[config.mk]
export PLATFORM = sky130hd
export DESIGN_NAME = muldiv_unit_flat
export DESIGN_NICKNAME = d
export VERILOG_FILES = /design/src/rtl/muldiv_unit_if.sv /design/src/rtl/muldiv_unit.sv /design/src/flat_wrapper.sv
export SDC_FILE = /design/constraint.sdc
export NUM_CORES = 1
export LEC_CHECK = 0
export ABC_AREA = 1
export BUFFER_PORTS_ARGS = -buffer_cell sky130_fd_sc_hd__buf_2
export CELL_PAD_IN_SITES_DETAIL_PLACEMENT = 0
export CELL_PAD_IN_SITES_GLOBAL_PLACEMENT = 1
export CORE_UTILIZATION = 25
export DETAILED_ROUTE_END_ITERATION = 12
export GPL_TIMING_DRIVEN = 0
export PLACE_DENSITY_LB_ADDON = 0.25
export SLEW_MARGIN = 25
export SYNTH_ARGS = -nofsm -noshare
export SYNTH_HDL_FRONTEND = slang
export SYNTH_SLANG_ARGS = --single-unit
[constraint.sdc]
create_clock -name clk -period 2.78 [get_ports clk]
set_input_delay 0.556 -clock clk [delete_from_list [all_inputs] [get_ports clk]]
set_output_delay 0.556 -clock clk [all_outputs]
set_load 0.005 [all_outputs]
[src/rtl/muldiv_unit_if.sv]
// Issue / write-back bundle between the regfile-side control and muldiv_unit.
// master: control side (drives issue); slave: the execution unit.
interface muldiv_unit_if #(
    parameter int WIDTH  = 16,
    parameter int ADDR_W = 3
);
    logic              start;
    logic [1:0]        op;
    logic [ADDR_W-1:0] rd;
    logic [WIDTH-1:0]  opa;
    logic [WIDTH-1:0]  opb;
    logic              ready;
    logic              busy;
    logic              wb_en;
    logic [ADDR_W-1:0] wb_rc;
    logic [WIDTH-1:0]  wb_data;

    modport master (
        output start, op, rd, opa, opb,
        input  ready, busy, wb_en, wb_rc, wb_data
    );

    modport slave (
        input  start, op, rd, opa, opb,
        output ready, busy, wb_en, wb_rc, wb_data
    );
endinterface

[src/rtl/muldiv_unit.sv]
// Iterative multiply/divide unit: MUL, MULH, DIV, REM in WIDTH steps, one
// write-back strobe per operation. Optional two's complement support is
// enabled with the MULDIV_SIGNED_EN macro (operate on magnitudes, fix signs
// when leaving RUN).
module muldiv_unit #(
    parameter int WIDTH  = 16,
    parameter int ADDR_W = 3
) (
    input  logic          clk,
    input  logic          resetn,
    muldiv_unit_if.slave  bus
);
    localparam int CW = $clog2(WIDTH);

    typedef enum logic [1:0] {IDLE, RUN, DONE} state_t;

    state_t            state;
    logic [1:0]        op_q;
    logic [ADDR_W-1:0] rd_q;
    logic [WIDTH-1:0]  mc;      // multiplicand (MUL) or divisor (DIV)
    logic [WIDTH-1:0]  hi;      // product high half / partial remainder
    logic [WIDTH-1:0]  lo;      // multiplier bits / dividend -> quotient bits
    logic [CW-1:0]     cnt;
`ifdef MULDIV_SIGNED_EN
    logic              neg_q;   // product / quotient must be negated
    logic              rneg_q;  // remainder takes the dividend's sign
    logic              dz_q;    // divisor was zero
`endif

    logic [WIDTH:0]     sum;
    logic [WIDTH:0]     rsh;
    logic               ge;
    logic [WIDTH-1:0]   hi_n, lo_n;
    logic [2*WIDTH-1:0] prod;
    logic [WIDTH-1:0]   quo, rem, res;
    logic [WIDTH-1:0]   mc_i, lo_i;

    // Operand set-up at issue: multiplicand/divisor into mc, the other into lo
    always_comb begin
`ifdef MULDIV_SIGNED_EN
        logic [WIDTH-1:0] ma, mb;
        ma = bus.opa[WIDTH-1] ? -bus.opa : bus.opa;
        mb = bus.opb[WIDTH-1] ? -bus.opb : bus.opb;
        mc_i = bus.op[1] ? mb : ma;
        lo_i = bus.op[1] ? ma : mb;
`else
        mc_i = bus.op[1] ? bus.opb : bus.opa;
        lo_i = bus.op[1] ? bus.opa : bus.opb;
`endif
    end

    // One iteration: shift-add for multiply, restoring shift-subtract for divide
    always_comb begin
        sum  = '0;
        rsh  = '0;
        ge   = 1'b0;
        hi_n = hi;
        lo_n = lo;
        if (!op_q[1]) begin
            sum  = {1'b0, hi} + (lo[0] ? {1'b0, mc} : '0);
            hi_n = sum[WIDTH:1];
            lo_n = {sum[0], lo[WIDTH-1:1]};
        end else begin
            rsh  = {hi, lo[WIDTH-1]};
            ge   = (rsh >= {1'b0, mc});
            if (ge) rsh = rsh - {1'b0, mc};
            hi_n = rsh[WIDTH-1:0];
            lo_n = {lo[WIDTH-2:0], ge};
        end
    end

    // Result select on the final step, including sign fix-up when enabled
    always_comb begin
`ifdef MULDIV_SIGNED_EN
        prod = neg_q ? -{hi_n, lo_n} : {hi_n, lo_n};
        quo  = dz_q ? '1 : (neg_q ? -lo_n : lo_n);
        rem  = rneg_q ? -hi_n : hi_n;
`else
        prod = {hi_n, lo_n};
        quo  = lo_n;
        rem  = hi_n;
`endif
        case (op_q)
            2'b00:   res = prod[WIDTH-1:0];
            2'b01:   res = prod[2*WIDTH-1:WIDTH];
            2'b10:   res = quo;
            default: res = rem;
        endcase
    end

    // Control FSM and datapath registers; all outputs registered
    always_ff @(posedge clk) begin
        if (!resetn) begin
            state       <= IDLE;
            bus.ready   <= 1'b1;
            bus.busy    <= 1'b0;
            bus.wb_en   <= 1'b0;
            bus.wb_rc   <= '0;
            bus.wb_data <= '0;
            cnt         <= '0;
            op_q        <= '0;
            rd_q        <= '0;
            mc          <= '0;
            hi          <= '0;
            lo          <= '0;
`ifdef MULDIV_SIGNED_EN
            neg_q       <= 1'b0;
            rneg_q      <= 1'b0;
            dz_q        <= 1'b0;
`endif
        end else begin
            case (state)
                RUN: begin
                    hi  <= hi_n;
                    lo  <= lo_n;
                    cnt <= cnt + 1'b1;
                    if (cnt == CW'(WIDTH - 1)) begin
                        state       <= DONE;
                        bus.busy    <= 1'b0;
                        bus.ready   <= 1'b1;
                        bus.wb_en   <= 1'b1;
                        bus.wb_rc   <= rd_q;
                        bus.wb_data <= res;
                    end
                end
                default: begin  // IDLE or DONE: both accept a new issue
                    bus.wb_en <= 1'b0;
                    if (bus.start) begin
                        state     <= RUN;
                        bus.busy  <= 1'b1;
                        bus.ready <= 1'b0;
                        cnt       <= '0;
                        op_q      <= bus.op;
                        rd_q      <= bus.rd;
                        mc        <= mc_i;
                        lo        <= lo_i;
                        hi        <= '0;
`ifdef MULDIV_SIGNED_EN
                        neg_q     <= bus.opa[WIDTH-1] ^ bus.opb[WIDTH-1];
                        rneg_q    <= bus.opa[WIDTH-1];
                        dz_q      <= (bus.opb == '0);
`endif
                    end else begin
                        state     <= IDLE;
                        bus.ready <= 1'b1;
                    end
                end
            endcase
        end
    end
endmodule
[src/flat_wrapper.sv]
// flat-port wrapper written by rule: the top's interface ports become plain ports
module muldiv_unit_flat 
#(
    parameter int WIDTH  = 16,
    parameter int ADDR_W = 3
)
  (clk, resetn, bus_start, bus_op, bus_rd, bus_opa, bus_opb, bus_ready, bus_busy, bus_wb_en, bus_wb_rc, bus_wb_data);
  muldiv_unit_if #(.WIDTH(WIDTH), .ADDR_W(ADDR_W)) bus_i ();
  input  logic clk;
  input  logic resetn;
  input wire logic [$bits(bus_i.start)-1:0] bus_start;
  input wire logic [$bits(bus_i.op)-1:0] bus_op;
  input wire logic [$bits(bus_i.rd)-1:0] bus_rd;
  input wire logic [$bits(bus_i.opa)-1:0] bus_opa;
  input wire logic [$bits(bus_i.opb)-1:0] bus_opb;
  output wire logic [$bits(bus_i.ready)-1:0] bus_ready;
  output wire logic [$bits(bus_i.busy)-1:0] bus_busy;
  output wire logic [$bits(bus_i.wb_en)-1:0] bus_wb_en;
  output wire logic [$bits(bus_i.wb_rc)-1:0] bus_wb_rc;
  output wire logic [$bits(bus_i.wb_data)-1:0] bus_wb_data;
  assign bus_i.start = bus_start;
  assign bus_i.op = bus_op;
  assign bus_i.rd = bus_rd;
  assign bus_i.opa = bus_opa;
  assign bus_i.opb = bus_opb;
  assign bus_ready = bus_i.ready;
  assign bus_busy = bus_i.busy;
  assign bus_wb_en = bus_i.wb_en;
  assign bus_wb_rc = bus_i.wb_rc;
  assign bus_wb_data = bus_i.wb_data;
  muldiv_unit #(.WIDTH(WIDTH), .ADDR_W(ADDR_W)) u_core (.clk(clk), .resetn(resetn), .bus(bus_i));
endmodule
==> impl_metrics.json <==
{
  "leakagePower_nw": 3.68,
  "worst_setup_path_end_kind": "flop",
  "core_area_mm2": 0.0236,
  "p_comb_share_pct": 23.3,
  "worstPathRequired_ns": 3.02,
  "drt_first_pass_iters": 5,
  "synth_top_cell_by_area": "dfxtp_1",
  "rows": 56,
  "maxCapViolCount": 0,
  "grt_first_pass_wirelength_um": 34100,
  "final_cell_mix": "nand2_1, inv_1, dfxtp_1",
  "r2r_end": "u_core.bus.wb_data[15]$_SDFFE_PN0P_",
  "ys_seq_area_share_pct": 26.8,
  "clock_skew_ns": 0.0165,
  "multi_input_area_mm2": 0.00380,
  "finalWorstSetupSlack_ns": 0.132,
  "pwr-share-clk_pct": 38.7,
  "drive_gt1_share_pct": 13.6,
  "p_int_w": 0.00217,
  "crit_fanout": 10,
  "place.gp.congestion": 0.858,
  "ir_drop_uv": 279,
  "crit_buf_inv": 3,
  "drt_iter0_drc": 378,
  "cp-endpoint": "u_core.bus.wb_data[15]$_SDFFE_PN0P_",
  "fillers": 2734,
  "port_buffers": 59,
  "path_delay_family": "simple AND/OR/NAND/NOR gates",
  "die_w_um": 157,
  "start_util_pct": 25.6,
  "die_area_mm2": 0.0248,
  "pin_count": 62,
  "ant_nets": 0,
  "worstMarginPinSlew_ns": 0.821,
  "cts.htree.levels": 3,
  "hp-class": "input port to flop",
  "maxSlewHeadroom_pct": 45.2,
  "dp_hpwl_um": 18300,
  "cts_num_sinks": 81,
  "path_depth": 15,
  "grt_max_degree": 17,
  "finalCritPeriodShare_pct": 95.3,
  "fmax_mhz": 378,
  "diodes": 0,
  "slowest_stage": "fa_2",
  "grt-ovfl-total": 0,
  "power.switching_w": 0.00113,
  "switching_share_pct": 34.2,
  "area_growth_pct": 17.0,
  "vias": 6260,
  "finalMaxSlewViolations": 0,
  "chipHeight_um": 157,
  "place_area_mm2": 0.00673,
  "synth_top_area_share_pct": 26.8,
  "grt_pass1_vias": 6026,
  "path_class": "flop to flop",
  "syn_nets": 1035,
  "clk_pin_slew_ns": 0.07,
  "drc_errors": 0,
  "regToRegSetupSlack_ns": 0.13,
  "status": "finished, final reports clean",
  "max_stage_delay_ns": 0.41,
  "wirelength_um": 22200,
  "layout.nets": 1104,
  "fin_crit_ns": 2.65,
  "synthCells": 960,
  "wl_per_cell_um": 16.4,
  "cp-startpoint": "u_core.lo[0]$_SDFFE_PN0P_",
  "final_common_cell": "nand2_1",
  "fin_area_mm2": 0.00706,
  "ys_ff_latch": 81,
  "start_kind": "flop",
  "clock_latency_ns": 0.36,
  "seq_power_share_pct": 37.9,
  "dp_slack_ns": -0.712,
  "cts_hold_buf": 0,
  "synth_area_mm2": 0.00604,
  "viasPerCell": 4.63,
  "hold_violations": 0,
  "syn_area_per_cell_um2": 6.29,
  "finalSetupViolCount": 0,
  "worstRegToRegCells": 15,
  "synthTopCellsByArea": "dfxtp_1, nand2_1, ha_1",
  "cts-root-buf": "clkbuf_16",
  "antenna_found_initial": 0,
  "yosysWarnings": 0,
  "cts_made_buffers": 9,
  "ff_latch_area_mm2": 0.00163,
  "rsz0062_at_grt": "no",
  "r2r_start": "u_core.lo[0]$_SDFFE_PN0P_",
  "p_per_area_mw_per_mm2": 467,
  "worstPathArrival_ns": 2.89,
  "cts_setup_buffers": 0,
  "worstPathCellList": "buf_4 > nand2_1 > inv_1 > ha_1 > fa_2 > nand3_1 > nand2_2 > nand3_1 > nand3_1 > nand2_1 > inv_1 > o21ai_4 > nand3_1 > nand2_1 > nand2_1",
  "cts_tree": "built",
  "cts_buffer_depth": 2,
  "synthDistinctLibCells": 41,
  "gr-usage-all-layers_pct": 18.6
}
-- synthesized netlist by cell type, drive strengths merged --
cell and count:
xor2 9, nor3 4, o21ai 52, mux2i 12, buf 12, or2 1
clkbuf 25, nand3 80, o22ai 8, a21o 1, ha 33, a31oi 19
inv 118, o31ai 1, o21bai 8, nand2 387, o221ai 4, fa 2
dfxtp 81, a22o 2, o21a 2, nor2 41, nand4 20, nand3b 4
a21oi 33, and2 1
-- repair_timing --
item,in CTS,in global routing
resized for setup,7,2
endpoints found under the setup margin,21,2
gates cloned,0,0
-- area by class of cell --
class	instances	share of cell area, %
Multi-Input combinational cell	724	53.9
Sequential cell	81	23.0
Inverter	118	6.27
Tap cell	319	5.65
Timing Repair Buffer	59	4.18
Clock buffer	9	3.19
Buffer	36	2.64
Clock inverter	7	1.20
-- stage by stage --
stage          total power (W)  utilization (%)  TNS (ns)  hold WS (ns)  cells
2_1_floorplan          0.00180                -         0         0.439    960
3_3_place_gp           0.00205             28.5     -4.89         0.436   1338
3_5_place_dp           0.00205             28.5     -4.60         0.437   1338
4_1_cts                0.00334             29.9         0         0.422   1353
5_1_grt                0.00346             29.9         0         0.468   1353
6_report               0.00330             29.9         0         0.433   1353
-- routing by layer --
metal	vias up	share of wire [%]	global-route usage [%]	wire length [um]
li1	3244	-	-	-
met1	2882	50	25.5	11200
met2	120	45	30.4	10100
met3	14	2.9	2.53	653
met4	0	1.2	4.53	276
met5	-	0	0	0
-- cells by family (layout without fill, tap and decap cells) --
group	after synthesis	count (layout)	synth area share [%]
and+or+nand+nor	538	538	39.5
DFF	81	81	26.8
AOI/OAI and AO/OA	130	130	12.5
muxes	12	12	1.99
adders and majority gates	35	35	7.50
buffers and inverters	155	229	10.4
xor gates and xnor gates	9	9	1.31
-- worst reg2reg max path: stages (launching register included) --
cell	delay, ns
dfxtp_4	0.38
buf_4	0.19
nand2_1	0.11
inv_1	0.05
ha_1	0.23
fa_2	0.41
nand3_1	0.10
nand2_2	0.11
nand3_1	0.13
nand3_1	0.13
nand2_1	0.08
inv_1	0.06
o21ai_4	0.19
nand3_1	0.16
nand2_1	0.16
nand2_1	0.05
-- flip-flops by register name, indices dropped and copies added (netlist names) --
register	cells
u_core.bus.ready	1
u_core.mc	16
u_core.bus.wb_en	1
u_core.rd_q	3
u_core.bus.wb_rc	3
u_core.bus.wb_data	16
u_core.lo	16
u_core.op_q	2
u_core.hi	16
u_core.cnt	4
u_core.bus.busy	1
u_core.state	2
-- power by group through the flow --
stage          clock (W)  sequential (W)  combinational (W)
2_1_floorplan          0         0.00126           0.000545
3_3_place_gp           0         0.00128           0.000778
3_5_place_dp           0         0.00127           0.000775
4_1_cts          0.00131         0.00125           0.000777
5_1_grt          0.00135         0.00126           0.000854
6_report         0.00128         0.00125           0.000771
-- worst min-delay path by stage --
stage | slack (ns) | startpoint | depth (start not counted) | to
2_1_floorplan | 0.44 | u_core.cnt[3]$_SDFFE_PN0P_ | 2 | u_core.cnt[3]$_SDFFE_PN0P_
3_3_place_gp | 0.44 | u_core.bus.wb_data[9]$_SDFFE_PN0P_ | 2 | u_core.bus.wb_data[9]$_SDFFE_PN0P_
3_5_place_dp | 0.44 | u_core.bus.wb_data[9]$_SDFFE_PN0P_ | 2 | u_core.bus.wb_data[9]$_SDFFE_PN0P_
4_1_cts | 0.42 | bus_rd[1] | 3 | u_core.rd_q[1]$_SDFFE_PN0P_
5_1_grt | 0.47 | bus_rd[2] | 3 | u_core.rd_q[2]$_SDFFE_PN0P_
6_report | 0.43 | bus_rd[1] | 3 | u_core.rd_q[1]$_SDFFE_PN0P_
Note: power is estimated with default switching activity, not from simulation.
